$ cat config.mk
export PLATFORM = sky130hd
export DESIGN_NAME = embed_seq_ctrl_flat
export DESIGN_NICKNAME = d
export VERILOG_FILES = /design/src/rtl/embed_seq_ctrl_if.sv /design/src/rtl/embed_seq_ctrl.sv /design/src/flat_wrapper.sv
export SDC_FILE = /design/constraint.sdc
export NUM_CORES = 1
export LEC_CHECK = 0
export CAP_MARGIN = 20
export CELL_PAD_IN_SITES_DETAIL_PLACEMENT = 1
export CELL_PAD_IN_SITES_GLOBAL_PLACEMENT = 1
export CORE_MARGIN = 3
export CORE_UTILIZATION = 35
export DETAILED_ROUTE_END_ITERATION = 16
export PLACE_DENSITY_LB_ADDON = 0.05
export SETUP_SLACK_MARGIN = 0.05
export SYNTH_ARGS = -nofsm -noshare
export SYNTH_HDL_FRONTEND = slang
export SYNTH_SLANG_ARGS = --single-unit
$ cat constraint.sdc
create_clock -name clk -period 11.8 [get_ports clk]
set_input_delay 2.36 -clock clk [delete_from_list [all_inputs] [get_ports clk]]
set_output_delay 2.36 -clock clk [all_outputs]
set_load 0.005 [all_outputs]
$ cat src/rtl/embed_seq_ctrl_if.sv
// Memory/datapath bus of the watermark embedding sequencer.
// master = sequencer side, slave = subband memories plus embedding datapath.
interface embed_seq_ctrl_if #(
  parameter int N      = 32,
  parameter int ADDR_W = 12
);
  // Strobes carry no backpressure: rd_en is a read the memories always honour,
  // returning ll*_rdata exactly one cycle later. wr_en is a write the output
  // memory always takes. Neither side ever stalls.
  logic              rd_en;
  logic [ADDR_W-1:0] rd_addr;
  logic [N-1:0]      ll1_rdata;
  logic [N-1:0]      ll2_rdata;
  logic [N-1:0]      emb_ll1;
  logic [N-1:0]      emb_ll2;
  logic [N-1:0]      emb_alpha;
  logic [2*N-1:0]    emb_out;
  logic              wr_en;
  logic [ADDR_W-1:0] wr_addr;
  logic [2*N-1:0]    wr_data;

  modport master (
    output rd_en, rd_addr, emb_ll1, emb_ll2, emb_alpha, wr_en, wr_addr, wr_data,
    input  ll1_rdata, ll2_rdata, emb_out
  );

  modport slave (
    input  rd_en, rd_addr, emb_ll1, emb_ll2, emb_alpha, wr_en, wr_addr, wr_data,
    output ll1_rdata, ll2_rdata, emb_out
  );
endinterface

$ cat src/rtl/embed_seq_ctrl.sv
// Sequencer streaming LL1/LL2 coefficient pairs through the embedding datapath.
// Define EMBED_CKSUM_EN to add the cksum output (running sum of written data).
module embed_seq_ctrl #(
  parameter int N      = 32,
  parameter int ADDR_W = 12,
  parameter int DP_LAT = 0
) (
  input  logic              clk,
  input  logic              rst,
  input  logic              start,
  input  logic              abort,
  input  logic [N-1:0]      alpha_in,
  input  logic [ADDR_W:0]   num_coeff,
  output logic              busy,
  output logic              done,
  embed_seq_ctrl_if.master  bus,
  output logic [1:0]        o_dbg_state
`ifdef EMBED_CKSUM_EN
  , output logic [2*N-1:0]  cksum
`endif
);

  localparam int L = 3 + DP_LAT;

  typedef enum logic [1:0] {
    S_IDLE  = 2'd0,
    S_RUN   = 2'd1,
    S_DRAIN = 2'd2,
    S_DONE  = 2'd3
  } state_t;

  state_t            r_state;
  state_t            w_next;
  logic [N-1:0]      r_alpha;
  logic [ADDR_W:0]   r_num;
  logic [ADDR_W-1:0] r_cnt;
  logic [L-1:0]      r_vld;
  logic [ADDR_W-1:0] r_addr [L];
  logic [N-1:0]      r_ll1;
  logic [N-1:0]      r_ll2;
  logic [2*N-1:0]    r_wr_data;
  logic              w_accept;
  logic              w_abort;
  logic              w_issue;
  logic              w_last;

  assign w_accept = (r_state == S_IDLE) && start && !abort;
  assign w_abort  = abort && ((r_state == S_RUN) || (r_state == S_DRAIN));
  assign w_issue  = (r_state == S_RUN);
  assign w_last   = ({1'b0, r_cnt} == (r_num - (ADDR_W+1)'(1)));

  // A zero-count run spends one cycle in DRAIN (pipeline already empty) so
  // busy is visible for a cycle before the done pulse.
  always_comb begin
    w_next = r_state;
    case (r_state)
      S_IDLE: begin
        if (w_accept) w_next = (num_coeff == '0) ? S_DRAIN : S_RUN;
      end
      S_RUN: begin
        if (w_abort)     w_next = S_IDLE;
        else if (w_last) w_next = S_DRAIN;
      end
      S_DRAIN: begin
        // Leave when only the final write stage may still hold an entry, so
        // done lands in the cycle right after the last wr_en.
        if (w_abort)                  w_next = S_IDLE;
        else if (r_vld[L-2:0] == '0)  w_next = S_DONE;
      end
      S_DONE:  w_next = S_IDLE;
      default: w_next = S_IDLE;
    endcase
  end

  always_ff @(posedge clk or posedge rst) begin
    if (rst) begin
      r_state   <= S_IDLE;
      r_alpha   <= '0;
      r_num     <= '0;
      r_cnt     <= '0;
      r_vld     <= '0;
      r_ll1     <= '0;
      r_ll2     <= '0;
      r_wr_data <= '0;
      for (int j = 0; j < L; j++) r_addr[j] <= '0;
    end else begin
      r_state <= w_next;
      if (w_accept) begin
        r_alpha <= alpha_in;
        r_num   <= num_coeff;
        r_cnt   <= '0;
      end else if (w_issue) begin
        r_cnt <= r_cnt + ADDR_W'(1);
      end
      if (w_abort) r_vld <= '0;
      else         r_vld <= {r_vld[L-2:0], w_issue};
      r_addr[0] <= r_cnt;
      for (int j = 1; j < L; j++) r_addr[j] <= r_addr[j-1];
      if (r_vld[0]) begin
        r_ll1 <= bus.ll1_rdata;
        r_ll2 <= bus.ll2_rdata;
      end
      if (r_vld[L-2]) r_wr_data <= bus.emb_out;
    end
  end

  assign busy          = (r_state == S_RUN) || (r_state == S_DRAIN);
  assign done          = (r_state == S_DONE);
  assign o_dbg_state   = r_state;
  assign bus.rd_en     = w_issue;
  assign bus.rd_addr   = r_cnt;
  assign bus.emb_ll1   = r_ll1;
  assign bus.emb_ll2   = r_ll2;
  assign bus.emb_alpha = r_alpha;
  assign bus.wr_en     = r_vld[L-1];
  assign bus.wr_addr   = r_addr[L-1];
  assign bus.wr_data   = r_wr_data;

`ifdef EMBED_CKSUM_EN
  logic [2*N-1:0] r_cksum;

  always_ff @(posedge clk or posedge rst) begin
    if (rst)             r_cksum <= '0;
    else if (w_accept)   r_cksum <= '0;
    else if (r_vld[L-1]) r_cksum <= r_cksum + r_wr_data;
  end

  assign cksum = r_cksum;
`endif

endmodule

$ cat src/flat_wrapper.sv
// flat-port wrapper written by rule: the top's interface ports become plain ports
module embed_seq_ctrl_flat 
#(
  parameter int N      = 32,
  parameter int ADDR_W = 12,
  parameter int DP_LAT = 0
)
  (clk, rst, start, abort, alpha_in, num_coeff, busy, done, o_dbg_state, bus_rd_en, bus_rd_addr, bus_emb_ll1, bus_emb_ll2, bus_emb_alpha, bus_wr_en, bus_wr_addr, bus_wr_data, bus_ll1_rdata, bus_ll2_rdata, bus_emb_out);
  embed_seq_ctrl_if #(.N(N), .ADDR_W(ADDR_W)) bus_i ();
  input  logic clk;
  input  logic rst;
  input  logic start;
  input  logic abort;
  input  logic [N-1:0] alpha_in;
  input  logic [ADDR_W:0] num_coeff;
  output logic busy;
  output logic done;
  output logic [1:0] o_dbg_state;
  output wire logic [$bits(bus_i.rd_en)-1:0] bus_rd_en;
  output wire logic [$bits(bus_i.rd_addr)-1:0] bus_rd_addr;
  output wire logic [$bits(bus_i.emb_ll1)-1:0] bus_emb_ll1;
  output wire logic [$bits(bus_i.emb_ll2)-1:0] bus_emb_ll2;
  output wire logic [$bits(bus_i.emb_alpha)-1:0] bus_emb_alpha;
  output wire logic [$bits(bus_i.wr_en)-1:0] bus_wr_en;
  output wire logic [$bits(bus_i.wr_addr)-1:0] bus_wr_addr;
  output wire logic [$bits(bus_i.wr_data)-1:0] bus_wr_data;
  input wire logic [$bits(bus_i.ll1_rdata)-1:0] bus_ll1_rdata;
  input wire logic [$bits(bus_i.ll2_rdata)-1:0] bus_ll2_rdata;
  input wire logic [$bits(bus_i.emb_out)-1:0] bus_emb_out;
  assign bus_rd_en = bus_i.rd_en;
  assign bus_rd_addr = bus_i.rd_addr;
  assign bus_emb_ll1 = bus_i.emb_ll1;
  assign bus_emb_ll2 = bus_i.emb_ll2;
  assign bus_emb_alpha = bus_i.emb_alpha;
  assign bus_wr_en = bus_i.wr_en;
  assign bus_wr_addr = bus_i.wr_addr;
  assign bus_wr_data = bus_i.wr_data;
  assign bus_i.ll1_rdata = bus_ll1_rdata;
  assign bus_i.ll2_rdata = bus_ll2_rdata;
  assign bus_i.emb_out = bus_emb_out;
  embed_seq_ctrl #(.N(N), .ADDR_W(ADDR_W), .DP_LAT(DP_LAT)) u_core (.clk(clk), .rst(rst), .start(start), .abort(abort), .alpha_in(alpha_in), .num_coeff(num_coeff), .busy(busy), .done(done), .bus(bus_i), .o_dbg_state(o_dbg_state));
endmodule
# Word-level counts from Yosys, hierarchy flattened
# Cells that the tools add are included.
# Widths: inputs -> output; s select.
[totals] register_bits=226 input_bits=177 word_cells=40
[classes] addsub=2 n_eq_ne=7 mux=10 reduce_logical=10
[ops] operator="$mux 12" count=2
[ops] operator="$eq 12x13->1" count=1
[ops] operator="$logic_not 13->1" count=1
[ops] operator="$sub 13x1->13 const B" count=1
[ops] operator="$add 12x1->12 const B" count=1
[ops] operator="$mux 2" count=6
[ops] operator="$pmux 2 s4" count=1
[ops] operator="$ne 3x1->1 const B" count=2
[ops] operator="$eq 2x2->1 const B" count=2
[ops] operator="$logic_not 2->1" count=2
[ops] operator="$logic_and 1x1->1" count=3
[ops] operator="$mux 3" count=1
[ops] operator="$reduce_and 3->1" count=1
[ops] operator="$eq 2x1->1 const B" count=1
[ops] operator="$ne 2x1->1 const B" count=1
[ops] operator="$reduce_bool 2->1" count=1
[ops] operator="$logic_not 1->1" count=1
[ops] operator="$logic_or 1x1->1" count=1

# Longest topological paths before layout
# Gate-level depths: netlist of run 1.
[logic_depth] ltp_word=5 depth_mapped=9 depth_no_buf=8

# Worst setup path after synthesis of run 1
# OpenSTA, ideal clock, no wires.
[synth_path] path_type="input port to flip-flop" start="input port start" end="register u_core.r_state[1], in the netlist u_core.o_dbg_state[1]" setup_time_ns=0.125 arrival_ns=3.600 required_time_ns=11.675 slack_ns=8.075 cell_stages=5 path_cell_list="or2b_2 -> a211o_2 -> nor4_2 -> a31oi_2 -> mux2_4"
[synth_between] elab_chain_len=4
[synth_lines] item="from (decl)" line_no="flat_wrapper.sv:12" rtl="input logic start;"
[synth_lines] item="$logic_and 1x1->1 (2 in series)" line_no="embed_seq_ctrl.sv:47" rtl="assign w_accept = (r_state == S_IDLE) && start && !abort;"
[synth_lines] item="$ne 2x1->1 (no source line)"
[synth_lines] item="$reduce_and 3->1 (no source line)"
[synth_lines] item="to (signal assigned)" line_no="embed_seq_ctrl.sv:87" rtl="r_state <= w_next;"
[synth_lines] item="to (decl)" line_no="embed_seq_ctrl.sv:32" rtl="state_t r_state;"
# Every way passes these cells.
# A chain may end at the register's enable or synchronous reset.

==> results of run 1 <==
-- sequential cells by signal, summed over array words and instances (netlist names) --
| signal | cells |
|---|---|
| u_core.bus.emb_ll2 | 32 |
| u_core.r_num | 13 |
| u_core.r_vld | 3 |
| u_core.bus.wr_data | 64 |
| u_core.bus.rd_addr | 12 |
| u_core.bus.wr_addr | 12 |
| u_core.bus.emb_alpha | 32 |
| u_core.r_addr | 24 |
| u_core.bus.emb_ll1 | 32 |
| u_core.o_dbg_state | 2 |
-- per-layer routing --
metal | wire, µm | part of all wire (%) | vias up
li1 | - | - | 2898
met1 | 10300 | 38 | 3095
met2 | 13500 | 50 | 224
met3 | 2490 | 9.3 | 27
met4 | 470 | 1.8 | 2
met5 | 12 | 0.045 | -
-- placed cells by master (no fill, tap or decap), types with 2 or more instances in the layout --
cell type	instances
a21oi_1	3
a221oi_1	2
and2_1	2
and3_1	2
and3_2	2
buf_4	5
bufinv_16	2
clkbuf_1	6
clkbuf_16	27
clkbuf_8	8
clkdlybuf4s50_1	366
clkinv_2	4
dfrtp_1	224
dfrtp_2	2
diode_2	2
ha_1	6
inv_1	7
mux2_2	128
mux2i_1	3
nand2_1	141
nand2b_1	2
nand3_1	7
nand4_1	3
nor2_1	16
nor3_1	3
nor4_1	3
nor4_2	3
o21ai_0	6
xnor2_1	12
xor2_1	14
-- kinds of logic (layout without fill, tap and decap cells) --
logic type                 Yosys count  in the layout  share of synthesized area, %
AOI/OAI and AO/OA                   22             22                          1.85
xor gates and xnor gates            26             26                          2.62
adders and majority gates            6              6                         0.863
buffers and inverters               50            427                          2.88
DFF                                226            226                          65.0
muxes                              133            133                          17.2
other                                0              2                             0
and+or+nand+nor                    192            192                          9.59
-- report_power, final --
group | switching, mW | internal (mW) | leakage (nW)
Sequential | 0.198 | 1.11 | 2.78
Clock | 0.314 | 0.512 | 0.446
Combinational | 0.510 | 0.891 | 2.65
-- area by class of cell --
class / count / area share, %
Sequential cell: 226 / 41.9
Timing Repair Buffer: 371 / 27.4
Multi-Input combinational cell: 379 / 20.8
Clock buffer: 41 / 5.98
Tap cell: 324 / 3.00
Clock inverter: 7 / 0.658
Inverter: 8 / 0.278
Antenna cell: 2 / 0.0371
-- final timing paths --
| check | from | cells after the start | to |
|---|---|---|---|
| max in group clk | u_core.o_dbg_state[1] | 3 | bus_rd_en |
| min reg2reg | u_core.r_addr[22] | 0 | u_core.bus.wr_addr[10] |
| max | rst | 4 | u_core.bus.wr_data[16] |
| max reg2reg | u_core.r_num[0] | 8 | u_core.o_dbg_state[1] |
| min in group asynchronous | rst | 2 | u_core.bus.emb_ll1[30] |
| min | u_core.r_addr[22] | 0 | u_core.bus.wr_addr[10] |
-- worst max-delay path, cell delays in order --
cell	delay, ns
clkdlybuf4s50_1	0.49
inv_8	0.48
buf_4	0.84
buf_4	0.75
-- metrics by stage --
step / instances / utilization, %
6_report: 1358 / 55.4
4_1_cts: 1356 / 55.4
3_5_place_dp: 1308 / 51.7
3_3_place_gp: 1308 / 51.7
5_1_grt: 1357 / 55.4
2_1_floorplan: 655 / -
==> impl_metrics.ini, run 1 <==
[critical_path]
critical_path.endpoint_type = async pin
cp-start-kind = primary input
path_max_fanout = 94
worstPathRequired_ns = 12.37
arrival_ns = 5.04
reg2reg_slack_ns = 9.44
crit_type = in -> async

[detailed_routing]
drt-wirelength-per-cell_um = 19.7
drt-initial-drc-count = 201
drtPass1Iterations = 4
avgViaCountPerCell = 4.60
drcViolationCount = 0
num_vias = 6246
drt-total-wl_mm = 26.7
antenna_left = 0

[logic_synthesis]
synthTopCellsByCount = dfrtp_1 (226), nand2_1 (141), mux2_2 (128)
synth_warnings = 0
ys_types = 46
async_reset_ff_share_pct = 100
synth-main-ff-cell = dfrtp_1
synth_area_leader_cell = dfrtp_1
synth_seq_cells = 226
synth_area_leaders = dfrtp_1 (65%), mux2_2 (17%), nand2_1 (6.1%)
netlist_area_mm2 = 0.00870
synth_area_per_cell_um2 = 13.3
ys_seq_area_share_pct = 65.0
post-synth-top-count-cell = dfrtp_1
synthCells = 655
synth_edf_count = 0
synth_top_area_share_pct = 65.0
synth_nets = 838

[power]
vdd_drop_max_mv = 0.106
p_leak_nw = 5.87
power.total_mw = 3.54
powerDensity_mw_per_mm2 = 262

[floorplan]
die_x_um = 164
start_util_pct = 35.7
io_pins = 367
die-area_mm2 = 0.0268
core_area_mm2 = 0.0244
placementRows = 57
die_y_um = 164

[sta]
hold_slack_ns = 0.345
drv_slew = 0
relSlewSlack_pct = 35.9
layout_setup_ws_ns = 7.33
min_period_over_period_pct = 37.9
timing.setup.tns_ns = 0
setup_violations = 0
finalClockSkew_ns = 0.0155
max_freq_mhz = 223
hold_violations = 0
min_period_ns = 4.47
rsz0062_at_grt = false
tightest_slew_ns = 0.962

[finish]
area_growth_pct = 55.2
seqCellArea_mm2 = 0.00566
multiInputGateArea_mm2 = 0.00280
drive_gt1_share_pct = 18.5
fin_area_mm2 = 0.0135
fin_nets = 1195
n_fill_cell = 2475

[cts]
clockBufferDepth = 3
htree_levels = 1
clk_pin_slew_ns = 0.06
cts_resized = 0
post_cts_buffers = 0
clock-sinks = 226
holdBufCountCts = 0
cts_tree = built
clk-insertion-delay-late_ns = 0.52
cts_buffers = 26
root_buffer = clkbuf_16

[global_route]
grt_max_degree = 95
grt_busiest_layer = met2
overflow = 0
grt_util_met2_pct = 33.5
grt_pass1_vias = 6436
grt_pass1_wl_mm = 39.5
antenna_found_initial = 2
track_usage_pct = 19.2
met3_usage_pct = 7.05
grtUsageMet1_pct = 22.4

[placement]
hpwl_mm = 20.0
port_buffers = 366
place_area_mm2 = 0.0126
post-place-ws_ns = 6.62
gp_congestion = 0.772

[min_path]
hold_path_class = reg -> reg

[status]
outcome = finished, final reports clean

[run]
drv_cap = 0
No activity file was read; power rests on OpenSTA's default activity.
==> run 2: changes to the inputs <==
--- a/config.mk
+++ b/config.mk
@@ -9,7 +9,7 @@
 export CELL_PAD_IN_SITES_DETAIL_PLACEMENT = 1
 export CELL_PAD_IN_SITES_GLOBAL_PLACEMENT = 1
 export CORE_MARGIN = 3
-export CORE_UTILIZATION = 35
+export CORE_UTILIZATION = 30
 export DETAILED_ROUTE_END_ITERATION = 16
 export PLACE_DENSITY_LB_ADDON = 0.05
 export SETUP_SLACK_MARGIN = 0.05
==> constraint.sdc (replaced) <==
create_clock -name clk -period 3.7 [get_ports clk]
set_input_delay 0.74 -clock clk [delete_from_list [all_inputs] [get_ports clk]]
set_output_delay 0.74 -clock clk [all_outputs]
set_load 0.005 [all_outputs]
==> impl_metrics.ini, run 2 (synthesis results as in run 1) <==
[power]
p_leak_nw = 5.92
vdd_drop_max_mv = 0.351
powerDensity_mw_per_mm2 = 844
power.total_mw = 11.6

[sta]
min_period_over_period_pct = 76.0
min_period_ns = 2.81
finalClockSkew_ns = 0.00981
timing.setup.tns_ns = 0
setup_violations = 0
relSlewSlack_pct = 37.6
hold_violations = 0
hold_slack_ns = 0.347
rsz0062_at_grt = false
tightest_slew_ns = 0.936
drv_slew = 0
max_freq_mhz = 356

[detailed_routing]
drt-wirelength-per-cell_um = 19.7
drcViolationCount = 0
avgViaCountPerCell = 4.40
antenna_left = 0
drtPass1Iterations = 4
drt-initial-drc-count = 244
drt-total-wl_mm = 27.7
num_vias = 6201

[floorplan]
die_y_um = 176
placementRows = 61
die_x_um = 176
start_util_pct = 30.9
io_pins = 367
die-area_mm2 = 0.0311
core_area_mm2 = 0.0282

[global_route]
antenna_found_initial = 1
grt_pass1_wl_mm = 41.4
overflow = 0
track_usage_pct = 17.3
grt_max_degree = 128
grt_pass1_vias = 6485

[cts]
clk-insertion-delay-late_ns = 0.51
holdBufCountCts = 0
cts_resized = 0
cts_buffers = 26
htree_levels = 1
root_buffer = clkbuf_16
post_cts_buffers = 0
clk_pin_slew_ns = 0.06
clockBufferDepth = 3
cts_tree = built
clock-sinks = 226

[finish]
multiInputGateArea_mm2 = 0.00280
finalNonFillerCells = 1410
seqCellArea_mm2 = 0.00566
final_common_cell = clkdlybuf4s50_1
largest_reg_flops = 64
area_growth_pct = 57.3
num_antenna_cells = 0
fin_nets = 1195
drive_gt1_share_pct = 19.1
postLayoutCoreUtil_pct = 48.6
n_fill_cell = 2877
final_cell_mix = clkdlybuf4s50_1 (366), dfrtp_1 (224), nand2_1 (141)

[critical_path]
critPathBufInv = 2
reg2reg_slack_ns = 1.30
worstPathRequired_ns = 2.96
cp_slowest_stage_delay_ns = 0.59
path_max_fanout = 9
crit_chain = inv_1 -> ha_1 -> clkdlybuf4s50_1
arrival_ns = 2.07
cp-start-kind = register
critical_path.endpoint_type = output pin
cp_top_family = buffers and inverters
cp_slowest_cell = clkdlybuf4s50_1
crit_type = reg -> out

[placement]
hpwl_mm = 20.6
port_buffers = 366
place_inst = 1362
gp_congestion = 0.729

[status]
outcome = finished, final reports clean

[min_path]
hold_path_class = reg -> reg

[run]
drv_cap = 0
run 2: layer usage:
layer,track usage [%],wire length (µm),up-vias
met3,6.56,2840,25
met1,21.6,11200,3050
met4,3.53,406,2
met5,0,9,-
li1,-,-,2894
met2,28.7,13200,230
run 2: cell type report:
cell class | instances | area share [%]
inverter | 8 | 0.247
multi-input combinational | 379 | 20.5
sequential | 226 | 41.3
clock buffer | 32 | 5.44
timing repair buffer | 371 | 27.3
clock inverter | 16 | 1.75
tap | 378 | 3.45
run 2: final timing paths:
check                      cells past startpoint                   from                endpoint
max                                            3  u_core.o_dbg_state[1]               bus_rd_en
min                                            0      u_core.r_addr[20]   u_core.bus.wr_addr[8]
max reg2reg                                    8        u_core.r_num[0]   u_core.o_dbg_state[1]
min reg2reg                                    0      u_core.r_addr[20]   u_core.bus.wr_addr[8]
max in group asynchronous                      3                    rst  u_core.bus.emb_ll1[26]
min in group asynchronous                      3                    rst  u_core.bus.emb_ll2[20]
run 2: where the power goes:
group / total (mW) / leakage [nW] / switching, mW / internal (mW)
Combinational: 4.51 / 2.66 / 1.66 / 2.85
Sequential: 4.17 / 2.78 / 0.626 / 3.54
Clock: 2.88 / 0.486 / 1.03 / 1.85
run 2: per-stage QoR:
| step | area (µm²) | setup slack [ns] |
|---|---|---|
| final | 13700 | 0.889 |
| after CTS | 13700 | 0.850 |
| after global placement | 12700 | 1.07 |
| after floorplan | 8710 | 0.00800 |
| after global routing | 13700 | 0.772 |
| after detailed placement | 12700 | 1.01 |
==> run 3: changes to the inputs <==
==> constraint.sdc (replaced) <==
create_clock -name clk -period 2.4 [get_ports clk]
set_input_delay 0.48 -clock clk [delete_from_list [all_inputs] [get_ports clk]]
set_output_delay 0.48 -clock clk [all_outputs]
set_load 0.005 [all_outputs]
==> impl_metrics.ini, run 3 (synthesis results as in run 1) <==
[global_route]
track_usage_pct = 17.4
overflow = 0
grt_pass1_wl_mm = 41.6
grt_pass1_vias = 6556
grt_max_degree = 81
antenna_found_initial = 0

[finish]
area_growth_pct = 58.0
final_common_cell = clkdlybuf4s50_1
fin_nets = 1210
largest_reg_flops = 64
postLayoutCoreUtil_pct = 48.8
n_fill_cell = 2908
final_cell_mix = clkdlybuf4s50_1 (366), dfrtp_1 (224), nand2_1 (141)
seqCellArea_mm2 = 0.00566
multiInputGateArea_mm2 = 0.00281
fin_area_mm2 = 0.0138
finalNonFillerCells = 1425
num_antenna_cells = 0
drive_gt1_share_pct = 20.0

[run]
drv_cap = 0

[sta]
hold_violations = 0
relSlewSlack_pct = 36.9
max_freq_mhz = 441
min_period_ns = 2.27
tightest_slew_ns = 0.947
drv_slew = 0
layout_setup_ws_ns = 0.133
rsz0062_at_grt = false
finalClockSkew_ns = 0.0126
min_period_over_period_pct = 94.5
setup_violations = 0

[floorplan]
start_util_pct = 30.9
die_y_um = 176
io_pins = 367
die-area_mm2 = 0.0311
die_x_um = 176
placementRows = 61
core_area_mm2 = 0.0282

[detailed_routing]
drt-wirelength-per-cell_um = 19.9
drtPass1Iterations = 4
num_vias = 6277
avgViaCountPerCell = 4.40
drcViolationCount = 0
drt-total-wl_mm = 28.3
antenna_left = 0
drt-initial-drc-count = 163

[critical_path]
worstPathRequired_ns = 1.92
path_max_fanout = 2
reg2reg_slack_ns = 0.27
critical_path.endpoint_type = output pin
reg2reg_depth = 9
cp-start-kind = register
crit_type = reg -> out
r2r-start = u_core.r_num[1]
reg2reg_to = u_core.o_dbg_state[1]
arrival_ns = 1.79

[power]
powerDensity_mw_per_mm2 = 1280
power.total_mw = 17.6
vdd_drop_max_mv = 0.642
p_leak_nw = 5.96

[placement]
hpwl_mm = 21.1
port_buffers = 366
place_inst = 1374
post-place-ws_ns = 0.0275
place_area_mm2 = 0.0128
gp_congestion = 0.737

[cts]
htree_levels = 1
cts_tree = built
cts_buffers = 27
holdBufCountCts = 0
root_buffer = clkbuf_16
clk-insertion-delay-late_ns = 0.53
clock-sinks = 226
clockBufferDepth = 3
clk_pin_slew_ns = 0.06

[min_path]
hold_path_class = in -> async

[status]
outcome = finished, final reports clean
[run 3: critical path: stages, from the launching register on]
cell	delay, ns
dfrtp_1	0.38
inv_1	0.08
ha_1	0.29
clkdlybuf4s50_1	0.51
[run 3: worst max path at each step]
stage / to / slack (ns) / cells after the start / from
3_5_place_dp: u_core.o_dbg_state[1] / 0.03 / 6 / start
2_1_floorplan: u_core.bus.emb_alpha[0] / -1.03 / 1 / rst
6_report: busy / 0.13 / 3 / u_core.o_dbg_state[1]
4_1_cts: bus_rd_en / 0.11 / 3 / u_core.o_dbg_state[1]
5_1_grt: busy / 0.06 / 3 / u_core.o_dbg_state[1]
3_3_place_gp: u_core.o_dbg_state[1] / 0.07 / 6 / start
[run 3: power by group]
group,switching (mW),internal [mW]
Sequential,0.953,5.46
Clock,1.60,2.52
Combinational,2.63,4.49
[run 3: layout make-up]
class                      instances  share of cell area, %
sequential                       226                   41.1
timing repair buffer             385                   28.1
multi-input combinational        379                   20.4
clock buffer                      40                   5.85
tap                              378                   3.44
clock inverter                     9                  0.737
inverter                           8                  0.246
[run 3: metal layers]
metal	track usage (%)	part of all wire (%)
met3	6.00	9.5
met5	0	0
met4	3.79	1.5
met1	20.9	40
met2	30.3	49
[run 3: through the flow]
step / hold WS (ns) / TNS (ns)
6_report: 0.258 / 0
5_1_grt: 0.274 / 0
4_1_cts: 0.239 / 0
3_5_place_dp: 0.336 / 0
3_3_place_gp: 0.331 / 0
2_1_floorplan: 0.331 / -233.23
[run 3: what timing repair did]
action,in CTS,in global routing
setup buffers,2,0
gates resized for setup,1,1
setup endpoints to repair,2,1
pin swaps,0,0
